[config.mk]
export PLATFORM = sky130hd
export DESIGN_NAME = mem_access_stage
export DESIGN_NICKNAME = d
export VERILOG_FILES = /design/src/rtl/mem_access_stage_pkg.sv /design/src/rtl/mem_access_stage_lane_align.sv /design/src/rtl/mem_access_stage.sv
export SDC_FILE = /design/constraint.sdc
export NUM_CORES = 1
export LEC_CHECK = 0
export BUFFER_PORTS_ARGS = -buffer_cell sky130_fd_sc_hd__buf_2
export CORE_AREA = 2 2 116 118
export DETAILED_ROUTE_END_ITERATION = 8
export DIE_AREA = 0 0 118 120
export GPL_TIMING_DRIVEN = 1
export PLACE_DENSITY = 0.87
export SETUP_SLACK_MARGIN = 0.02
export SLEW_MARGIN = 30
export SYNTH_ARGS = -nofsm -noshare
export SYNTH_HDL_FRONTEND = slang
export SYNTH_SLANG_ARGS = --single-unit
[constraint.sdc]
create_clock -name Clk -period 2.4 [get_ports Clk]
set_clock_uncertainty 0.05 [all_clocks]
set_input_delay 0.24 -clock Clk [delete_from_list [all_inputs] [get_ports Clk]]
set_output_delay 0.24 -clock Clk [all_outputs]
set_load 0.02 [all_outputs]
[src/rtl/mem_access_stage_pkg.sv]
// Shared encodings for the memory-access stage: access sizes, FSM states and
// the alignment rule used to decide whether an op may touch memory at all.
package mem_access_stage_pkg;

  // Access size encoding shared by MemRead and MemWrite.
  localparam logic [1:0] SZ_NONE = 2'b00;
  localparam logic [1:0] SZ_WORD = 2'b01;
  localparam logic [1:0] SZ_HALF = 2'b10;
  localparam logic [1:0] SZ_BYTE = 2'b11;

  typedef enum logic {
    MA_IDLE   = 1'b0,
    MA_ACCESS = 1'b1
  } ma_state_e;

  // Halves need an even address, words need a 4-byte aligned address.
  function automatic logic is_misaligned(input logic [1:0] size,
                                         input logic [1:0] addr_lo);
    return ((size == SZ_HALF) && addr_lo[0]) ||
           ((size == SZ_WORD) && (addr_lo != 2'b00));
  endfunction

endpackage

[src/rtl/mem_access_stage_lane_align.sv]
// Byte-lane steering for stores and lane extraction plus sign/zero extension
// for loads. Purely combinational; little-endian, lane 0 = bits [7:0].
module mem_lane_align
  import mem_access_stage_pkg::*;
(
  input  logic [1:0]  size,
  input  logic [1:0]  addr_lo,
  input  logic [31:0] wdata,
  input  logic [31:0] rdata,
  input  logic        is_unsigned,
  output logic [3:0]  be,
  output logic [31:0] wdata_o,
  output logic [31:0] rdata_o
);

  logic [7:0]         byte_sel;
  logic [15:0]        half_sel;
  logic signed [7:0]  byte_s;
  logic signed [15:0] half_s;
  logic signed [31:0] byte_sx;
  logic signed [31:0] half_sx;

  // Pick the addressed lane and build both extensions of it.
  always_comb begin
    byte_sel = rdata[{addr_lo, 3'b000} +: 8];
    half_sel = rdata[{addr_lo[1], 4'b0000} +: 16];
    byte_s   = byte_sel;
    half_s   = half_sel;
    byte_sx  = 32'(byte_s);
    half_sx  = 32'(half_s);
  end

  // Size-dependent byte enables, replicated write data and load result.
  always_comb begin
    be      = 4'b1111;
    wdata_o = wdata;
    rdata_o = rdata;
    case (size)
      SZ_BYTE: begin
        be      = 4'b0001 << addr_lo;
        wdata_o = {4{wdata[7:0]}};
        rdata_o = is_unsigned ? {24'h000000, byte_sel} : $unsigned(byte_sx);
      end
      SZ_HALF: begin
        be      = addr_lo[1] ? 4'b1100 : 4'b0011;
        wdata_o = {2{wdata[15:0]}};
        rdata_o = is_unsigned ? {16'h0000, half_sel} : $unsigned(half_sx);
      end
      default: begin
        be      = 4'b1111;
        wdata_o = wdata;
        rdata_o = rdata;
      end
    endcase
  end

endmodule

[src/rtl/mem_access_stage.sv]
// Memory stage plus MEM/WB register. Non-memory (and misaligned) ops retire
// one cycle after presentation; aligned loads/stores are captured, run a
// request/ready handshake with data memory, and retire on the ready edge.
module mem_access_stage
  import mem_access_stage_pkg::*;
#(
  parameter int AW = 32
)
(
  input  logic          Clk,
  input  logic          Rst_n,
  input  logic          RegWrite,
  input  logic [1:0]    MemRead,
  input  logic [1:0]    MemWrite,
  input  logic          LoadUnsigned,
  input  logic [63:0]   ALURes,
  input  logic [31:0]   Data2,
  input  logic [4:0]    DST,
  output logic          Stall,
  output logic          MemReq,
  output logic          MemWe,
  output logic [AW-1:0] MemAddr,
  output logic [3:0]    MemBe,
  output logic [31:0]   MemWData,
  input  logic [31:0]   MemRData,
  input  logic          MemReady,
  output logic          RegWriteO,
  output logic [4:0]    DSTO,
  output logic [31:0]   WBDataO,
  output logic          WBValidO,
  output logic          AlignErrO
);

  ma_state_e     state_q, state_d;
  logic [AW-1:0] addr_q, addr_d;
  logic [1:0]    size_q, size_d;
  logic          we_q, we_d;
  logic [31:0]   data2_q, data2_d;
  logic [4:0]    dst_q, dst_d;
  logic          rw_q, rw_d;
  logic          uns_q, uns_d;

  logic          regwrite_o_q, regwrite_o_d;
  logic [4:0]    dst_o_q, dst_o_d;
  logic [31:0]   wbdata_o_q, wbdata_o_d;
  logic          wbvalid_o_q, wbvalid_o_d;
  logic          alignerr_o_q, alignerr_o_d;

  logic [1:0]    in_size;
  logic          in_store;
  logic          in_mem;
  logic          in_mis;
  logic          in_go;
  logic          access;

  logic [3:0]    lane_be;
  logic [31:0]   lane_wdata;
  logic [31:0]   lane_rdata;

  logic          unused_alures_hi;
  assign unused_alures_hi = ^ALURes[63:32];

  // Classify the incoming op; a store overrides any simultaneous load.
  always_comb begin
    in_store = (MemWrite != SZ_NONE);
    in_size  = in_store ? MemWrite : MemRead;
    in_mem   = (in_size != SZ_NONE);
    in_mis   = in_mem && is_misaligned(in_size, ALURes[1:0]);
    in_go    = in_mem && !in_mis;
    access   = (state_q == MA_ACCESS);
  end

  mem_lane_align u_lane_align (
    .size        (size_q),
    .addr_lo     (addr_q[1:0]),
    .wdata       (data2_q),
    .rdata       (MemRData),
    .is_unsigned (uns_q),
    .be          (lane_be),
    .wdata_o     (lane_wdata),
    .rdata_o     (lane_rdata)
  );

  // Upstream holds while an aligned op is being captured or memory is busy.
  always_comb begin
    Stall = (!access && in_go) || (access && !MemReady);
  end

  // Request fields are decoded from the FSM state and the captured op only,
  // so they stay stable for the whole access and drop to zero outside it.
  always_comb begin
    MemReq   = access;
    MemWe    = access && we_q;
    MemAddr  = access ? {addr_q[AW-1:2], 2'b00} : '0;
    MemBe    = access ? (we_q ? lane_be : 4'b1111) : 4'b0000;
    MemWData = (access && we_q) ? lane_wdata : 32'h0;
  end

  // Next-state and write-back logic; anything that does not retire is a bubble.
  always_comb begin
    state_d      = state_q;
    addr_d       = addr_q;
    size_d       = size_q;
    we_d         = we_q;
    data2_d      = data2_q;
    dst_d        = dst_q;
    rw_d         = rw_q;
    uns_d        = uns_q;
    regwrite_o_d = 1'b0;
    dst_o_d      = dst_o_q;
    wbdata_o_d   = wbdata_o_q;
    wbvalid_o_d  = 1'b0;
    alignerr_o_d = 1'b0;
    case (state_q)
      MA_IDLE: begin
        if (in_go) begin
          state_d = MA_ACCESS;
          addr_d  = ALURes[AW-1:0];
          size_d  = in_size;
          we_d    = in_store;
          data2_d = Data2;
          dst_d   = DST;
          rw_d    = RegWrite;
          uns_d   = LoadUnsigned;
        end else begin
          wbvalid_o_d  = 1'b1;
          regwrite_o_d = RegWrite && !in_mis;
          dst_o_d      = DST;
          wbdata_o_d   = ALURes[31:0];
          alignerr_o_d = in_mis;
        end
      end
      MA_ACCESS: begin
        if (MemReady) begin
          state_d      = MA_IDLE;
          wbvalid_o_d  = 1'b1;
          regwrite_o_d = rw_q && !we_q;
          dst_o_d      = dst_q;
          wbdata_o_d   = we_q ? 32'h0 : lane_rdata;
        end
      end
      default: state_d = MA_IDLE;
    endcase
  end

  // State and MEM/WB register; reset abandons any access in flight.
  always_ff @(posedge Clk) begin
    if (!Rst_n) begin
      state_q      <= MA_IDLE;
      addr_q       <= '0;
      size_q       <= SZ_NONE;
      we_q         <= 1'b0;
      data2_q      <= 32'h0;
      dst_q        <= 5'd0;
      rw_q         <= 1'b0;
      uns_q        <= 1'b0;
      regwrite_o_q <= 1'b0;
      dst_o_q      <= 5'd0;
      wbdata_o_q   <= 32'h0;
      wbvalid_o_q  <= 1'b0;
      alignerr_o_q <= 1'b0;
    end else begin
      state_q      <= state_d;
      addr_q       <= addr_d;
      size_q       <= size_d;
      we_q         <= we_d;
      data2_q      <= data2_d;
      dst_q        <= dst_d;
      rw_q         <= rw_d;
      uns_q        <= uns_d;
      regwrite_o_q <= regwrite_o_d;
      dst_o_q      <= dst_o_d;
      wbdata_o_q   <= wbdata_o_d;
      wbvalid_o_q  <= wbvalid_o_d;
      alignerr_o_q <= alignerr_o_d;
    end
  end

  assign RegWriteO = regwrite_o_q;
  assign DSTO      = dst_o_q;
  assign WBDataO   = wbdata_o_q;
  assign WBValidO  = wbvalid_o_q;
  assign AlignErrO = alignerr_o_q;

endmodule

==> flow_metrics.py <==
metrics = {
    "clocking": {
        "clk_pin_slew_ns": 0.06,
        "clk_latency_ns": 0.41,
        "cts_buffers": 17,
        "ctsLongestPathBuffers": 2,
        "cts_tree": "done",
        "cts_setup_buffers": 0,
        "root_buffer": "clkbuf_16",
        "cts.sinks": 115,
        "cts_max_level": 4,
    },
    "pwr": {
        "leakagePower_nw": 3.69,
        "seqPwrFrac_pct": 36.4,
        "switching_share_pct": 31.8,
        "power-per-cell-area_mw_per_mm2": 779,
        "clock_power_share_pct": 41.5,
        "p_sw_mw": 1.97,
        "intPower_mw": 4.21,
        "p_comb_share_pct": 22.1,
        "vdd_drop_max_uv": 331,
    },
    "logic_synthesis": {
        "yosysTopAreaCellShare_pct": 36.9,
        "netlist_instances": 736,
        "synth_enable_flop_cells": 0,
        "syn_avg_cell_area_um2": 8.47,
        "synth_area_leader_cell": "dfxtp_1",
        "async_flop_share_pct": 0,
        "synth.distinct_cells": 49,
        "synthTopCellsByArea": "dfxtp_1 (37%), mux2i_1 (16%), nand2_1 (11%)",
        "synth_ff_type": "dfxtp_1",
        "synth_area_mm2": 0.00623,
        "ys_ff_latch": 115,
        "synth.yosys.seq_area_share_pct": 36.9,
        "ys_warn_count": 0,
    },
    "floorplan": {
        "initial_core_util_pct": 48.0,
        "row_count": 42,
        "io_pins": 253,
        "die_h_um": 120,
        "die_w_um": 118,
        "dieArea_mm2": 0.0142,
        "core_area_mm2": 0.0130,
    },
    "worst_setup_path": {
        "crit_path_end_kind": "output pin",
        "path_class": "reg -> out",
        "cp-start-kind": "flop",
        "crit_chain": "buf_8 -> inv_1 -> buf_4 -> nor2_1 -> buf_2",
        "worstPathRequired_ns": 2.11,
        "ff2ff_setup_slack_ns": 0.21,
        "crit_cells": 5,
        "crit_fanout": 36,
        "critPathBufInv": 4,
        "reg2reg_depth": 5,
        "worstPathArrival_ns": 1.96,
        "endpoint": "MemBe[0]",
        "timing.rr.end": "WBDataO[17]$_SDFFE_PN0P_",
        "r2r-start": "addr_q[0]$_SDFFE_PN0P_",
        "slowest_stage": "dfxtp_4",
        "slowest_delay_ns": 0.46,
        "startpoint": "MemReq$_SDFF_PN0_",
        "crit_family": "buffers and inverters",
    },
    "timing": {
        "fin_crit_sh_pct": 93.8,
        "grt_setup_unrepaired": "no",
        "slew_headroom_pct": 42.4,
        "fin_setup_tns_ns": 0,
        "finalHoldViolCount": 0,
        "worst_pin_slew_ns": 0.863,
        "fin_crit_ns": 2.25,
        "maxSlewViolCount": 0,
        "setup_viol": 0,
        "max_freq_ghz": 0.444,
    },
    "hold_path": {
        "hold_class": "in -> reg",
        "whs_path_depth": 3,
    },
    "outcome": {
        "status": "finished, final reports clean",
    },
    "grt": {
        "grt_overflow": 0,
        "grt_max_degree": 71,
        "grt_antenna_before_repair": 0,
        "grt_pass1_vias": 5891,
        "grt_use_total_pct": 26.9,
        "grt_pass1_wl_mm": 30.0,
    },
    "placement": {
        "dp_hpwl_mm": 13.8,
        "place_area_mm2": 0.00730,
        "numPortBuffers": 218,
        "place_congestion": 0.933,
    },
    "route": {
        "ant_nets": 0,
        "drt_iter0_drc": 496,
        "drc": 0,
        "via_per_inst": 5.55,
        "first_pass_iters": 7,
        "wl_mm": 19.1,
        "wl_per_cell_um": 17.1,
        "vias": 6204,
    },
    "finish": {
        "fin_util_pct": 61.1,
        "design_area_mm2": 0.00793,
        "finalNetCount": 1070,
        "syn_to_final_growth_pct": 27.2,
        "layout-drive-gt1-share_pct": 31.9,
        "antenna_cells": 0,
    },
    "run": {
        "cap_violations": 0,
    },
}
[power groups by stage]
stage	Combinational (mW)	Sequential, mW	Clock, mW
after floorplan	0.904	2.34	0
after global placement	1.33	2.28	0
after detailed placement	1.35	2.29	0
after CTS	1.36	2.25	2.59
after global routing	1.48	2.27	2.69
final	1.37	2.25	2.56
[tightest hold or removal path, cell delays in order]
cell and delay (ns):
buf_2 0.09, nand2_1 0.04, mux2i_1 0.05
[cell families (layout without fill, tap and decap cells)]
| group | after synthesis | in the layout | share of synthesized area, % |
|---|---|---|---|
| DFF | 115 | 115 | 36.9 |
| buffers and inverters | 76 | 280 | 7.57 |
| muxes | 102 | 102 | 16.4 |
| and+or+nand+nor | 302 | 302 | 21.2 |
| AOI/OAI and AO/OA | 140 | 140 | 17.8 |
| other | 1 | 2 | 0.0601 |
[Yosys cell counts, types with 2 or more instances]
cell and instances:
o21ai_0 18, nand2_1 179, clkbuf_1 33, nor2_1 50, a221oi_1 15, a211oi_1 21, dfxtp_1 115, and3_1 9
o31ai_1 4, nand3b_1 2, inv_1 8, buf_2 16, nor2b_1 10, a21oi_1 19, buf_1 3, o21ai_1 2
nand3_1 11, a221oi_2 10, o311a_1 5, o2bb2ai_1 7, mux2i_1 101, buf_4 3, o21a_1 2, a31oi_1 9
and2_1 32, o22ai_1 10, buf_6 4, nor3_1 2, buf_12 7, a211oi_2 10
[routing by layer]
metal / up-vias / GRT usage, % / share of wire, %
li1: 2952 / - / -
met1: 2819 / 31.2 / 39
met2: 370 / 45.3 / 47
met3: 63 / 6.51 / 9.4
met4: 0 / 15.5 / 4.8
met5: - / 0 / 0
[layout by cell type (no fill, tap or decap), drive strengths merged, types with 2 or more instances in the layout]
cell type	instances
o21a	2
nand3	11
o311a	5
nand3b	2
o22ai	10
bufinv	2
a221oi	25
a211oi	31
nor2	50
clkinvlp	3
and3	9
clkbuf	17
and2	32
conb	2
nand2b	2
buf	237
mux2i	102
o21ai	21
a21oi	21
o31ai	4
dfxtp	115
o2bb2ai	7
inv	17
nand2	179
a31oi	9
nor2b	10
clkinv	2
nor3	3
dlygate4sd3	2
[per-stage QoR]
stage	std cells	total power [mW]	hold slack, ns	worst slack [ns]
after CTS	1117	6.20	0.00196	0.0930
after floorplan	737	3.24	0.332	0.243
after global routing	1117	6.44	0.0137	0.0552
after detailed placement	1083	3.64	0.394	0.257
after global placement	1083	3.61	0.388	0.336
final	1117	6.18	0.0160	0.149
[state kept, by name, indices dropped and copies added (netlist names)]
| name | cells |
|---|---|
| AlignErrO | 1 |
| DSTO | 5 |
| MemReq | 1 |
| RegWriteO | 1 |
| WBDataO | 32 |
| WBValidO | 1 |
| addr_q | 32 |
| data2_q | 32 |
| dst_q | 5 |
| rw_q | 1 |
| size_q | 2 |
| uns_q | 1 |
| we_q | 1 |
[how the worst min path moves through the flow]
stage | startpoint | endpoint | slack, ns
2_1_floorplan | ALURes[10] | addr_q[10]$_SDFFE_PN0P_ | 0.33
3_3_place_gp | addr_q[17]$_SDFFE_PN0P_ | addr_q[17]$_SDFFE_PN0P_ | 0.39
3_5_place_dp | addr_q[21]$_SDFFE_PN0P_ | addr_q[21]$_SDFFE_PN0P_ | 0.39
4_1_cts | Data2[10] | data2_q[10]$_SDFFE_PN0P_ | 0.002
5_1_grt | Data2[24] | data2_q[24]$_SDFFE_PN0P_ | 0.01
6_report | Data2[30] | data2_q[30]$_SDFFE_PN0P_ | 0.02
[cell type report]
class | instances | area [um2]
Clock buffer | 17 | 425
Timing Repair Buffer | 239 | 1290
Tap cell | 176 | 220
Fill cell | 1147 | 5050
Multi-Input combinational cell | 546 | 3490
Inverter | 9 | 33.8
Clock inverter | 15 | 171
Sequential cell | 115 | 2310
[what timing repair did]
action,CTS,global route
hold buffers,2,0
endpoints found under the setup margin,6,5
cloned,0,0
resized for setup,2,2
hold endpoints to repair,2,0
Power figures use the tool's default switching activity.
